## src/rtl/adc0804_reader.sv

```systemverilog
// ADC0804 host controller: periodic conversion start, INTR wait, byte read.
// Registered strobes, one-cycle sample_valid / timeout pulses.
module adc0804_reader #(
  parameter int SAMPLE_PERIOD  = 25_000,
  parameter int WR_CYCLES      = 4,
  parameter int RD_CYCLES      = 6,
  parameter int TIMEOUT_CYCLES = 5_000
) (
  input  logic       clock_25mhz,
  input  logic       reset_n,
  input  logic       enable,
  input  logic [7:0] adc_data,
  input  logic       adc_intr_n,
  output logic       adc_cs_n,
  output logic       adc_wr_n,
  output logic       adc_rd_n,
  output logic [7:0] sample,
  output logic       sample_valid,
  output logic       timeout
);

  localparam int PW =
    (SAMPLE_PERIOD > 1) ? $clog2(SAMPLE_PERIOD) : 1;
  localparam int TW =
    (TIMEOUT_CYCLES > 1) ? $clog2(TIMEOUT_CYCLES) : 1;
  localparam int SMAX =
    (WR_CYCLES > RD_CYCLES) ? WR_CYCLES : RD_CYCLES;
  localparam int SW = (SMAX > 1) ? $clog2(SMAX) : 1;

  localparam logic [PW-1:0] P_LAST  = PW'(SAMPLE_PERIOD - 1);
  localparam logic [TW-1:0] T_LAST  = TW'(TIMEOUT_CYCLES - 1);
  localparam logic [SW-1:0] WR_LAST = SW'(WR_CYCLES - 1);
  localparam logic [SW-1:0] RD_LAST = SW'(RD_CYCLES - 1);

  localparam logic [2:0] S_IDLE  = 3'd0;
  localparam logic [2:0] S_START = 3'd1;
  localparam logic [2:0] S_WAIT  = 3'd2;
  localparam logic [2:0] S_READ  = 3'd3;
  localparam logic [2:0] S_HOLD  = 3'd4;

  logic [2:0]    state;
  logic [PW-1:0] period_cnt;
  logic [TW-1:0] wait_cnt;
  logic [SW-1:0] stb_cnt;
  logic          intr_meta;
  logic          sync_intr_n;

  always_ff @(posedge clock_25mhz or negedge reset_n) begin
    if (!reset_n) begin
      intr_meta   <= 1'b1;
      sync_intr_n <= 1'b1;
    end else begin
      intr_meta   <= adc_intr_n;
      sync_intr_n <= intr_meta;
    end
  end

  always_ff @(posedge clock_25mhz or negedge reset_n) begin
    if (!reset_n) begin
      state        <= S_IDLE;
      period_cnt   <= '0;
      wait_cnt     <= '0;
      stb_cnt      <= '0;
      adc_cs_n     <= 1'b1;
      adc_wr_n     <= 1'b1;
      adc_rd_n     <= 1'b1;
      sample       <= 8'h00;
      sample_valid <= 1'b0;
      timeout      <= 1'b0;
    end else begin
      sample_valid <= 1'b0;
      timeout      <= 1'b0;
      // Saturating so a long stall never wraps into an early restart
      if (period_cnt != '1)
        period_cnt <= period_cnt + 1'b1;

      unique case (state)
        S_IDLE: begin
          if (enable) begin
            state      <= S_START;
            adc_cs_n   <= 1'b0;
            adc_wr_n   <= 1'b0;
            stb_cnt    <= '0;
            period_cnt <= '0;
          end
        end
        S_START: begin
          stb_cnt <= stb_cnt + 1'b1;
          if (stb_cnt == WR_LAST) begin
            state    <= S_WAIT;
            adc_cs_n <= 1'b1;
            adc_wr_n <= 1'b1;
            wait_cnt <= '0;
          end
        end
        S_WAIT: begin
          wait_cnt <= wait_cnt + 1'b1;
          if (!sync_intr_n) begin
            state    <= S_READ;
            adc_cs_n <= 1'b0;
            adc_rd_n <= 1'b0;
            stb_cnt  <= '0;
          end else if (wait_cnt == T_LAST) begin
            state   <= S_HOLD;
            timeout <= 1'b1;
          end
        end
        S_READ: begin
          stb_cnt <= stb_cnt + 1'b1;
          if (stb_cnt == RD_LAST) begin
            state        <= S_HOLD;
            adc_cs_n     <= 1'b1;
            adc_rd_n     <= 1'b1;
            sample       <= adc_data;
            sample_valid <= 1'b1;
          end
        end
        S_HOLD: begin
          if (period_cnt >= P_LAST) begin
            if (enable) begin
              state      <= S_START;
              adc_cs_n   <= 1'b0;
              adc_wr_n   <= 1'b0;
              stb_cnt    <= '0;
              period_cnt <= '0;
            end else begin
              state <= S_IDLE;
            end
          end
        end
        default: state <= S_IDLE;
      endcase
    end
  end

endmodule

```

## config.mk

```make
export PLATFORM = sky130hd
export DESIGN_NAME = adc0804_reader
export DESIGN_NICKNAME = d
export VERILOG_FILES = /design/src/rtl/adc0804_reader.sv
export SDC_FILE = /design/constraint.sdc
export NUM_CORES = 1
export LEC_CHECK = 0
export BUFFER_PORTS_ARGS = -buffer_cell sky130_fd_sc_hd__buf_2
export CORE_MARGIN = 5
export CORE_UTILIZATION = 55
export DETAILED_ROUTE_END_ITERATION = 8
export PLACE_DENSITY = 0.71
export SLEW_MARGIN = 20
export SYNTH_ARGS = -nofsm -noshare
export SYNTH_HDL_FRONTEND = slang
export SYNTH_SLANG_ARGS = --single-unit
```

## constraint.sdc

```tcl
create_clock -name clock_25mhz -period 2.94 [get_ports clock_25mhz]
set_input_delay 0.147 -clock clock_25mhz [delete_from_list [all_inputs] [get_ports clock_25mhz]]
set_output_delay 0.147 -clock clock_25mhz [all_outputs]
set_load 0.05 [all_outputs]
```

==> results.md <==
* Max VDD drop at 0.8066 mV
* Post-synthesis sequential area ratio at 51.60%
* CTS tree: built
* Ant. Diodes at 0
* Post-Synth XOR/XNOR Area at 2.933%
* CTS resizes at 0
* Largest area contributor in the synthesized netlist: dfrtp_1
* Setup Fix Bufs, Post-CTS at 0
* Synth top cells by count: nand2_1 (54), dfrtp_1 (44), nor2_1 (25)
* Area of the multi-input gates at 0.001111 mm^2
* Via-to-Cell Ratio at 5.574
* Routed WL at 4423 um
* Period utilisation layout at 67.22%
* # fillers at 376
* Outcome: completed
* Final setup fails at 0
* Layout cell share with drive strength beyond 1 at 17.20%
* Worst-Skew Late Latency at 290 ps
* Post-layout util at 63.14%
* Pin count of the biggest net entering global routing at 50
* Hold crit path type: in -> reg
* Pleak at 0.001220 uW
* Clock Tree Root: clkbuf_8
* TritonRoute pass-1 iters at 4
* Crit path DAT at 2170 ps
* Post-Place Worst Slack at 973.1 ps
* Cts hold-fix bufs at 1
* Ports at 25
* Worst slew pin tran at 674.8 ps
* Synthesis-stage register bit count at 49
* Detail Placement HPWL at 3194 um
* DIE AREA at 0.005761 mm^2
* Max Buffers Root-to-Sink at 2
* Slowest stage delay, CP at 400 ps
* Detailed-route wire length per cell at 13.36 um
* GRT Util Overall at 16.33%
* P&R area growth vs syn at 13.51%
* Hold slack final at 34.74 ps
* Initial drt markers at 125
* Initial core utilization at 55.62%
* Worst path buffer plus inverter count at 0
* Most used cell, CP: ha_1
* Worst Path Class, Setup: reg -> reg
* Vias in the first global route at 1841
* Number of routed nets with antenna violations at 0
* Synth async-reset ratio at 100.0%
* DRC viols at 0
* Post-synth EDFFs at 0
* # H-tree levels at 2
* Total gr overflow at 0
* First-pass GRT wire length at 8107 um
* Seq. cell area at 0.001232 mm^2
* CORE AREA at 0.004294 mm^2
* Simple-gate share of the synthesized area at 24.67%
* Max Cap Viol at 0
* Final worst slack at 963.8 ps
* Synthesized instance count at 249
* Largest delay share family, worst path: compound AO/OA/AOI/OAI gates
* CP Launch Type: flop
* Initial antenna violation count at 0
* CTS buffer count at 5
* Main synth FF type: dfrtp_1
* Top cell type's share of synthesized area at 46.10%
* Via Count at 1845
* I/O Buffers at 24
* Element type at the critical path end: flop
* Slowest cell on crit path: dfrtp_1
* Mapped cell area at 0.002389 mm^2
* Syn Area/Cell at 9.593 um^2
* Worst relative slew slack at 54.60%
* CTS Sinks at 49
* RSZ-0062 raised after global routing: false
* Area contributors post-synth: dfrtp_1 (46%), nand2_1 (8.5%), dfstp_2 (5.5%)
* Mux contribution to synthesized area at 4.295%
* Die H at 75.90 um
* Rows at 24
* Main combinational cell family by area after synthesis: simple AND/OR/NAND/NOR gates
* Syn Nets at 266
* Complex-gate fraction of the synthesized area at 12.00%
* RD Place Congestion at 0.8186
* Clock-pin slew on the worst setup and hold paths at 100 ps
* Final Max Tran Viols at 0
* Max Freq at 506.0 MHz
* CP cell instances: ha_1 > ha_1 > nor2b_1 > a311oi_2 > a311o_1 > a21oi_2 > mux2_2
* Most frequent cell after synthesis: nand2_1
* Die X at 75.90 um
* Max FO, Critical Path at 4
* Number of distinct library cells after synthesis at 43
* CP required at 3130 ps
* Skew final at 10.64 ps
* Post-synthesis adder-cell area fraction at 2.619%
* Tmin final at 1976 ps
* Synth warnings at 0
* TNS Setup at 0 ps
* Power Dens Cells at 904.0 mW/mm^2
* Final Hold Fails at 0
* Net count reported at finish at 295
-- cells in the final DEF, fill, tap and decap left out, drive strengths merged, types with 3 or more instances in the layout --
cell,synthesis,final
ha,5,5
a211oi,4,4
dfstp,5,5
nand3,9,9
o21ai,14,14
nor3,10,10
nor2,25,25
o22ai,4,4
a21oi,9,9
and3,8,8
dfrtp,44,44
clkbuf,0,5
nand2,54,54
buf,4,24
nor2b,3,3
nand4,4,4
xnor2,7,7
mux2i,8,8
inv,5,6
nor4b,3,3
nor4,4,4
-- worst paths after layout --
kind / depth (start not counted) / slack [ps] / to / startpoint
setup / recovery: 7 / 960 / state[1]$_DFFE_PN0P_ / stb_cnt[0]$_DFFE_PN0P_
hold / removal: 3 / 30 / sample[6]$_DFFE_PN0P_ / adc_data[6]
setup reg to reg: 7 / 960 / state[1]$_DFFE_PN0P_ / stb_cnt[0]$_DFFE_PN0P_
hold reg to reg: 0 / 360 / sync_intr_n$_DFF_PN1_ / intr_meta$_DFF_PN1_
max in group asynchronous: 2 / 2140 / state[2]$_DFFE_PN0P_ / reset_n
min in group asynchronous: 2 / 390 / period_cnt[5]$_DFF_PN0_ / reset_n
-- report_power, final --
group | switching, uW | internal, uW | total (uW)
Sequential | 139 | 845 | 984
Combinational | 608 | 295 | 903
Clock | 222 | 342 | 564
-- logic make-up after synthesis --
| logic type | count (synthesis) |
|---|---|
| buffers and inverters | 10 |
| AO/OA/AOI/OAI | 41 |
| adder cells (fa/ha/maj) | 5 |
| XOR/XNOR | 8 |
| multiplexers | 10 |
| flip-flops | 49 |
| AND/OR/NAND/NOR | 126 |
-- area by class of cell --
| cell class | instances | share of cell area, % |
|---|---|---|
| timing repair buffer | 26 | 5.261 |
| inverter | 6 | 0.8306 |
| clock inverter | 3 | 2.538 |
| tap | 52 | 2.400 |
| multi-input combinational | 190 | 40.98 |
| sequential | 49 | 45.45 |
| clock buffer | 5 | 2.538 |
-- worst reg2reg max path: cells and delay by family (launching register included) --
family,cells,cell delay (ps)
and+or+nand+nor,1,240
AOI/OAI and AO/OA,3,590
muxes,1,340
DFF,1,400
adders and majority gates,2,290
-- layer usage --
metal	up-vias	part of all wire, %	GRT usage (%)
met2	33	47	26.88
met3	2	4.1	2.962
met1	879	48	22.15
met4	0	0.59	4.270
li1	931	-	-
met5	-	0	0
-- sequential cells by signal (all words and copies together), names as in the netlist --
name	count
adc_rd_n	1
timeout	1
period_cnt	15
wait_cnt	13
state	3
sample_valid	1
stb_cnt	3
sync_intr_n	1
adc_wr_n	1
adc_cs_n	1
intr_meta	1
sample	8
-- per-stage QoR --
stage,std cells,area [um^2],power (uW)
2_1_floorplan,249,2389,1706
3_3_place_gp,321,2551,1886
3_5_place_dp,321,2551,1905
4_1_cts,330,2699,2470
5_1_grt,331,2711,2610
6_report,331,2711,2451
Note: power is estimated with default switching activity, not from simulation.
